==> config.mk <==
export PLATFORM = sky130hd
export DESIGN_NAME = memory_bus_arbiter
export DESIGN_NICKNAME = d
export VERILOG_FILES = /design/src/rtl/ecc_mem_pkg.sv /design/src/rtl/memory_bus_arbiter_rr_pick.sv /design/src/rtl/memory_bus_arbiter.sv
export SDC_FILE = /design/constraint.sdc
export NUM_CORES = 1
export LEC_CHECK = 0
export BUFFER_PORTS_ARGS = -buffer_cell sky130_fd_sc_hd__buf_2
export CAP_MARGIN = 20
export CORE_AREA = 2 2 331 333
export CTS_CLUSTER_SIZE = 25
export DETAILED_ROUTE_END_ITERATION = 16
export DIE_AREA = 0 0 333 335
export GPL_TIMING_DRIVEN = 0
export REMOVE_ABC_BUFFERS = 1
export SLEW_MARGIN = 20
export SYNTH_ARGS = -nofsm -noshare
export SYNTH_HDL_FRONTEND = slang
export SYNTH_SLANG_ARGS = --single-unit
export TNS_END_PERCENT = 1
==> constraint.sdc <==
create_clock -name clk -period 11.6 [get_ports clk]
set_clock_uncertainty 0.15 [all_clocks]
set_input_delay 1.74 -clock clk [delete_from_list [all_inputs] [get_ports clk]]
set_output_delay 1.74 -clock clk [all_outputs]
set_load 0.01 [all_outputs]
==> src/rtl/ecc_mem_pkg.sv <==
// Shared memory-bus types for the core-side arbiter.
//   BusID              requester tag {core_id, component_type}
//   memory_address_t   64-bit memory address
//   bus_packet_type_t  kind of memory response
//   arb_state_t        request FSM states of memory_bus_arbiter
//   createBusID()      builds a BusID from core id and component type
package ecc_mem_pkg;

  localparam int BUS_ID_W   = 8;
  localparam int MEM_ADDR_W = 64;

  typedef logic [BUS_ID_W-1:0]   BusID;
  typedef logic [MEM_ADDR_W-1:0] memory_address_t;

  typedef enum logic {
    bus_read_response,
    bus_write_ack
  } bus_packet_type_t;

  typedef enum logic {
    ARB_IDLE,
    ARB_ISSUE
  } arb_state_t;

  localparam logic [3:0] COMPONENT_TYPE_FETCH = 4'd0;
  localparam logic [3:0] COMPONENT_TYPE_LOAD  = 4'd1;
  localparam logic [3:0] COMPONENT_TYPE_STORE = 4'd2;
  localparam logic [3:0] COMPONENT_TYPE_DMA   = 4'd3;

  function automatic BusID createBusID(input logic [3:0] core_id,
                                       input logic [3:0] component_type);
    return {core_id, component_type};
  endfunction

endpackage

==> src/rtl/memory_bus_arbiter_rr_pick.sv <==
// Combinational round-robin picker: rotate the eligible vector so rr_ptr
// lands at bit 0, take the lowest set bit, rotate the grant back.
//   eligible   in   NUM_REQ  candidates this cycle
//   rr_ptr     in   PTR_W    highest-priority index
//   grant      out  NUM_REQ  one-hot grant, or 0 when nothing is eligible
//   grant_idx  out  PTR_W    index of the granted bit
//   grant_any  out  1        any candidate eligible
module rr_pick #(
  parameter int NUM_REQ = 4,
  parameter int PTR_W   = 2
) (
  input  logic [NUM_REQ-1:0] eligible,
  input  logic [PTR_W-1:0]   rr_ptr,
  output logic [NUM_REQ-1:0] grant,
  output logic [PTR_W-1:0]   grant_idx,
  output logic               grant_any
);

  localparam logic [PTR_W:0] NUM_REQ_W = NUM_REQ[PTR_W:0];

  logic [2*NUM_REQ-1:0] shifted;
  logic [2*NUM_REQ-1:0] unrotated;
  logic [NUM_REQ-1:0]   rot_onehot;
  logic [PTR_W-1:0]     rot_idx;
  logic [PTR_W:0]       idx_sum;

  always_comb begin
    shifted    = {eligible, eligible} >> rr_ptr;
    rot_onehot = '0;
    rot_idx    = '0;
    // Scan downwards so the lowest set bit is the one left standing.
    for (int k = NUM_REQ - 1; k >= 0; k--) begin
      if (shifted[k]) begin
        rot_onehot    = '0;
        rot_onehot[k] = 1'b1;
        rot_idx       = k[PTR_W-1:0];
      end
    end
    unrotated = {rot_onehot, rot_onehot} << rr_ptr;
    grant     = unrotated[2*NUM_REQ-1:NUM_REQ];
    idx_sum   = {1'b0, rot_idx} + {1'b0, rr_ptr};
    if (idx_sum >= NUM_REQ_W) begin
      idx_sum = idx_sum - NUM_REQ_W;
    end
    grant_idx = idx_sum[PTR_W-1:0];
    grant_any = |eligible;
  end

endmodule

==> src/rtl/memory_bus_arbiter.sv <==
// Shares one memory bus among NUM_REQ requesters. Requests are granted
// round-robin and tagged with the requester's BusID; responses are routed
// back by BusID. Each requester has at most one transaction in flight.
//   clk, reset                    clock, async active-high reset
//   req_valid/ready/write         per-requester request handshake
//   req_addr/wdata/id             flattened per-requester request fields
//   mem_req_valid/ready/write/addr/wdata/id   request to memory
//   mem_rsp_valid/ready/id/data   response from memory
//   rsp_valid/ready               per-requester response handshake
//   rsp_data                      shared response payload
//   err_unexp_rsp                 sticky: response nobody was waiting for
//
// state     | meaning
// ARB_IDLE  | looking for an eligible requester to grant
// ARB_ISSUE | latched request on the bus, waiting for mem_req_ready
module memory_bus_arbiter
  import ecc_mem_pkg::*;
#(
  parameter int NUM_REQ = 4,
  parameter int ADDR_W  = 64,
  parameter int DATA_W  = 64,
  parameter int ID_W    = 8
) (
  input  logic                      clk,
  input  logic                      reset,
  input  logic [NUM_REQ-1:0]        req_valid,
  output logic [NUM_REQ-1:0]        req_ready,
  input  logic [NUM_REQ-1:0]        req_write,
  input  logic [NUM_REQ*ADDR_W-1:0] req_addr,
  input  logic [NUM_REQ*DATA_W-1:0] req_wdata,
  input  logic [NUM_REQ*ID_W-1:0]   req_id,
  output logic                      mem_req_valid,
  input  logic                      mem_req_ready,
  output logic                      mem_req_write,
  output logic [ADDR_W-1:0]         mem_req_addr,
  output logic [DATA_W-1:0]         mem_req_wdata,
  output logic [ID_W-1:0]           mem_req_id,
  input  logic                      mem_rsp_valid,
  output logic                      mem_rsp_ready,
  input  logic [ID_W-1:0]           mem_rsp_id,
  input  logic [DATA_W-1:0]         mem_rsp_data,
  output logic [NUM_REQ-1:0]        rsp_valid,
  input  logic [NUM_REQ-1:0]        rsp_ready,
  output logic [DATA_W-1:0]         rsp_data,
  output logic                      err_unexp_rsp
);

  localparam int PTR_W = (NUM_REQ > 1) ? $clog2(NUM_REQ) : 1;
  localparam logic [PTR_W-1:0] LAST_IDX = PTR_W'(NUM_REQ - 1);

  arb_state_t state, state_nxt;

  logic [PTR_W-1:0]   rr_ptr;
  logic [PTR_W-1:0]   gnt_idx;
  logic [PTR_W-1:0]   pick_idx;
  logic [NUM_REQ-1:0] pick_onehot;
  logic               pick_any;
  logic [NUM_REQ-1:0] eligible;
  logic [NUM_REQ-1:0] pending, pending_nxt;
  logic [NUM_REQ-1:0] rsp_valid_nxt;
  logic [NUM_REQ-1:0] match, match_first;
  logic [ID_W-1:0]    id_tab [NUM_REQ];
  logic               grant_en;
  logic               issue_done;
  logic               rsp_accept;

  assign eligible = req_valid & ~pending & ~rsp_valid;

  rr_pick #(
    .NUM_REQ (NUM_REQ),
    .PTR_W   (PTR_W)
  ) u_rr_pick (
    .eligible  (eligible),
    .rr_ptr    (rr_ptr),
    .grant     (pick_onehot),
    .grant_idx (pick_idx),
    .grant_any (pick_any)
  );

  always_ff @(posedge clk or posedge reset) begin
    if (reset) begin
      state <= ARB_IDLE;
    end else begin
      state <= state_nxt;
    end
  end

  // req_ready is combinational, so it is gated by reset to read 0 while
  // reset is held even if requesters are already asserting req_valid.
  always_comb begin
    state_nxt     = state;
    grant_en      = 1'b0;
    issue_done    = 1'b0;
    req_ready     = '0;
    mem_req_valid = 1'b0;
    case (state)
      ARB_IDLE: begin
        if (pick_any && !reset) begin
          grant_en  = 1'b1;
          req_ready = pick_onehot;
          state_nxt = ARB_ISSUE;
        end
      end
      ARB_ISSUE: begin
        mem_req_valid = 1'b1;
        if (mem_req_ready) begin
          issue_done = 1'b1;
          state_nxt  = ARB_IDLE;
        end
      end
    endcase
  end

  // Lowest index wins when two pending requesters share a BusID.
  always_comb begin
    match       = '0;
    match_first = '0;
    for (int i = 0; i < NUM_REQ; i++) begin
      match[i] = pending[i] && (id_tab[i] == mem_rsp_id);
    end
    for (int i = NUM_REQ - 1; i >= 0; i--) begin
      if (match[i]) begin
        match_first    = '0;
        match_first[i] = 1'b1;
      end
    end
  end

  // rsp_data is a single register, so any held response blocks the memory
  // side. A held requester is never pending, so this never stalls a
  // response that could have been delivered without overwriting data.
  assign mem_rsp_ready = ~|rsp_valid;
  assign rsp_accept    = mem_rsp_valid && mem_rsp_ready;

  // Grant and response touch different requesters: a granted one was not
  // pending, so it cannot match the response in the same cycle.
  always_comb begin
    pending_nxt   = pending;
    rsp_valid_nxt = rsp_valid & ~rsp_ready;
    if (rsp_accept) begin
      pending_nxt   = pending_nxt & ~match_first;
      rsp_valid_nxt = rsp_valid_nxt | match_first;
    end
    if (grant_en) begin
      pending_nxt = pending_nxt | pick_onehot;
    end
  end

  always_ff @(posedge clk or posedge reset) begin
    if (reset) begin
      rr_ptr        <= '0;
      gnt_idx       <= '0;
      pending       <= '0;
      rsp_valid     <= '0;
      rsp_data      <= '0;
      err_unexp_rsp <= 1'b0;
      mem_req_write <= 1'b0;
      mem_req_addr  <= '0;
      mem_req_wdata <= '0;
      mem_req_id    <= '0;
      for (int i = 0; i < NUM_REQ; i++) begin
        id_tab[i] <= '0;
      end
    end else begin
      pending   <= pending_nxt;
      rsp_valid <= rsp_valid_nxt;
      if (grant_en) begin
        gnt_idx          <= pick_idx;
        mem_req_write    <= req_write[pick_idx];
        mem_req_addr     <= req_addr[pick_idx*ADDR_W +: ADDR_W];
        mem_req_wdata    <= req_wdata[pick_idx*DATA_W +: DATA_W];
        mem_req_id       <= req_id[pick_idx*ID_W +: ID_W];
        id_tab[pick_idx] <= req_id[pick_idx*ID_W +: ID_W];
      end
      if (issue_done) begin
        rr_ptr <= (gnt_idx == LAST_IDX) ? '0 : gnt_idx + 1'b1;
      end
      if (rsp_accept && (|match)) begin
        rsp_data <= mem_rsp_data;
      end
      if (rsp_accept && !(|match)) begin
        err_unexp_rsp <= 1'b1;
      end
    end
  end

endmodule
==> run summary <==
outcome = finished clean
Leak = 10.11 nW
Die H = 335 um
RSZ-0062 raised after global routing = no
fmax = 0.1760 GHz
Post-route DRC = 0
reg2reg end = mem_req_wdata[1]$_DFFE_PP0P_
die area = 0.1116 sq mm
die span in x = 333 um
Max Cap Violations = 0
hold slack final = 318.6 ps
Sw Share = 49.86%
Worst-Skew Late Latency = 580 ps
per-cell routed wire length = 23.51 um
PwrDens = 355.6 mW/mm^2
Setup Viol. Count Final = 0
setup bufs post-CTS = 0
Tightest Hold Check Type = register to register
Psw = 0.003976 W
Routability Congestion = 0.8952
FF-to-FF Start = pending[3]$_DFF_PP0_
crit end category = register
crit path launch type = input port
placed cell areas = 0.02107 sq mm
EDFF count, synth = 0
first-pass iteration count of the detailed router = 6
Worst R2R Setup Slack = 6700 ps
reg2reg path depth = 18
Yosys top cell area share = 42.32%
Tmin final = 5681 ps
Least-Margin Pin Slew = 1103 ps
Ys Warns = 0
Max VDD drop = 0.0003095 V
Netlist cell types = 49
Initial Util = 13.51%
First DRT Iteration DRCs = 989
most area-hungry cell type in the Yosys netlist = dfrtp_1
CORE AREA = 0.1081 sq mm
min-delay src = mem_req_id[1]$_DFFE_PP0P_
critical path arrival = 5960 ps
final cell count without fillers = 3702
final WL = 87040 um
Hold Path End = mem_req_id[1]$_DFFE_PP0P_
Root Driver = clkbuf_16
Post-layout nets = 2879
fin crit share = 48.97%
clock power share = 15.6%
synth top area cells = dfrtp_1 (42%), nor2b_1 (11%), a221oi_1 (8.0%)
Yosys reg bits = 247
ys flop type = dfrtp_1
GRT overflow = 0
Resize count post-CTS = 0
FP Rows = 121
Comb pwr share = 65.3%
Fillers = 11970
IO Port Bufs = 843
Setup CP Type = input port to register
register area share after synthesis = 42.32%
GR Util All Layers = 15.03%
cell area after synthesis = 0.01460 sq mm
finished layout cell area = 0.02243 sq mm
Worst-path clk slew = 50 ps
area growth from synthesis to layout = 53.56%
Slew Limit Fails = 0
cell total after placement = 3619
CP Max Fanout = 12
Fin. Hold Viols = 0
H-tree depth = 2
CTS Buf Count = 38
remaining antenna violation count = 0
Flop pwr share = 19.0%
largest net degree at the start of global routing = 89
vias in the first global route = 15120
boundary pin count = 844
cell-internal power = 0.003998 W
clock sinks = 247
post-synthesis cell count = 1477
Longest Clk Path Bufs = 3
Via Count = 15810
Avg Vias per Cell = 4.271
Worst Setup SP = req_valid[3]
setup_tns = 0 ps
required time worst endpoint = 11880 ps
first-pass GRT wire length = 118800 um
ys async rst share = 100.0%
hold_buf cts = 0
antenna violations before repair = 63
WHS Path Cells = 2
layout cells sized above 1 = 47.54%
CTS tree = yes
Avg Cell Area, Syn = 9.888 sq um
Worst slew margin = 24.57%
HPWL after DPL = 70790 um
-- power groups by stage --
stage | Combinational (W) | Clock (W) | Sequential, W
final | 0.00521 | 0.00125 | 0.00152
after global routing | 0.00575 | 0.00133 | 0.00157
after CTS | 0.00530 | 0.00131 | 0.00152
after detailed placement | 0.00529 | 0 | 0.00153
after global placement | 0.00355 | 0 | 0.00152
after floorplan | 0.00241 | 0 | 0.00167
-- cell usage after synthesis, types with 3 or more instances --
master and count:
nor2b_1 268, inv_1 8, xnor2_1 33, a21oi_1 6, buf_1 5, a221oi_1 134
buf_2 25, nand2_1 149, nor3_1 9, clkbuf_1 135, nand4_1 6, mux2_1 8
a21o_1 5, nor2_1 9, buf_4 3, o31ai_1 139, nand3_1 8, mux2_2 96
a211oi_1 3, dfrtp_1 247, o21ai_0 10, a2111oi_0 133, o2111ai_1 3
-- flip-flops by register name (all words and copies together), names as in the netlist, 2 cells and up --
register / count
mem_req_id: 8
rr_ptr: 2
mem_req_addr: 64
pending: 4
rsp_data: 64
id_tab: 32
mem_req_wdata: 64
rsp_valid: 4
gnt_idx: 2
-- metal layers --
metal	share of wire [%]	routed length, um	GRT usage [%]
met1	41	35530	18.33
met2	47	40620	24.80
met3	9.2	8006	5.303
met4	3.1	2664	4.429
met5	0.25	215	0
-- per-stage QoR --
step / worst slack [ps] / power (W) / utilization (%)
2_1_floorplan: -1548 / 0.004083 / -
3_3_place_gp: -12210 / 0.005070 / 18.42
3_5_place_dp: 4823 / 0.006818 / 19.49
4_1_cts: 5468 / 0.008131 / 20.70
5_1_grt: 5611 / 0.008658 / 20.72
6_report: 5919 / 0.007974 / 20.75
-- layout by cell type (no fill, tap or decap), drive strengths merged, types with 2 or more instances in the layout --
cell type / Yosys / final
xnor2: 33 / 33
o211ai: 2 / 2
clkinv: 0 / 9
clkbuf: 135 / 45
a31oi: 2 / 2
a21o: 5 / 5
or3b: 3 / 3
a211oi: 3 / 3
nor2: 9 / 9
dfrtp: 247 / 247
inv: 8 / 11
mux2: 104 / 104
nor3b: 4 / 4
nand3: 9 / 9
ha: 2 / 2
buf: 34 / 897
nor3: 10 / 10
bufinv: 0 / 5
o31ai: 139 / 139
a21oi: 8 / 8
nand2: 149 / 149
o2111ai: 3 / 3
nor2b: 268 / 268
clkinvlp: 0 / 5
a221oi: 134 / 134
o21ai: 13 / 13
a2111oi: 134 / 134
diode: 0 / 16
nand4: 6 / 6
o22ai: 2 / 2
-- final cells by class --
class	instances	area (sq um)	share of cell area, %
inverters	8	37.54	0.1674
flip-flops and latches	247	6181	27.56
diodes	16	40.04	0.1785
multi-input cells	1053	7830	34.92
well taps	1414	1769	7.889
repair buffers	897	5260	23.46
clock buffers	45	1018	4.542
clock inverters	22	289.0	1.289
-- cells by family (layout without fill, tap and decap cells) --
family          after synthesis  in the layout  synth area share (%)
xor+xnor                     34             34                 2.039
simple gates                463            463                 17.26
compound gates              450            450                 25.30
buf+inv                     177            972                 4.892
mux                         104            104                 8.019
other cells                   0             16                     0
fa+ha+maj                     2              2                0.1713
flops                       247            247                 42.32
-- how the worst max path moves through the flow --
stage	endpoint
finish	mem_req_wdata[1]$_DFFE_PP0P_
CTS	mem_req_wdata[1]$_DFFE_PP0P_
global route	mem_req_wdata[1]$_DFFE_PP0P_
global placement	mem_req_wdata[32]$_DFFE_PP0P_
detailed placement	mem_req_wdata[1]$_DFFE_PP0P_
floorplan	id_tab[0]$_DFFE_PP0P_
-- critical path: stages --
cell	delay, ps
buf_2	80
or3b_1	490
nand3_1	140
o311ai_0	120
o21ai_0	120
nand3_1	140
ha_4	190
xnor2_1	320
nor3_2	170
buf_4	200
buf_4	180
buf_4	200
buf_4	190
buf_4	190
buf_4	170
buf_4	180
buf_4	200
a2111oi_1	790
o31ai_1	110
No activity file was read; power rests on OpenSTA's default activity.
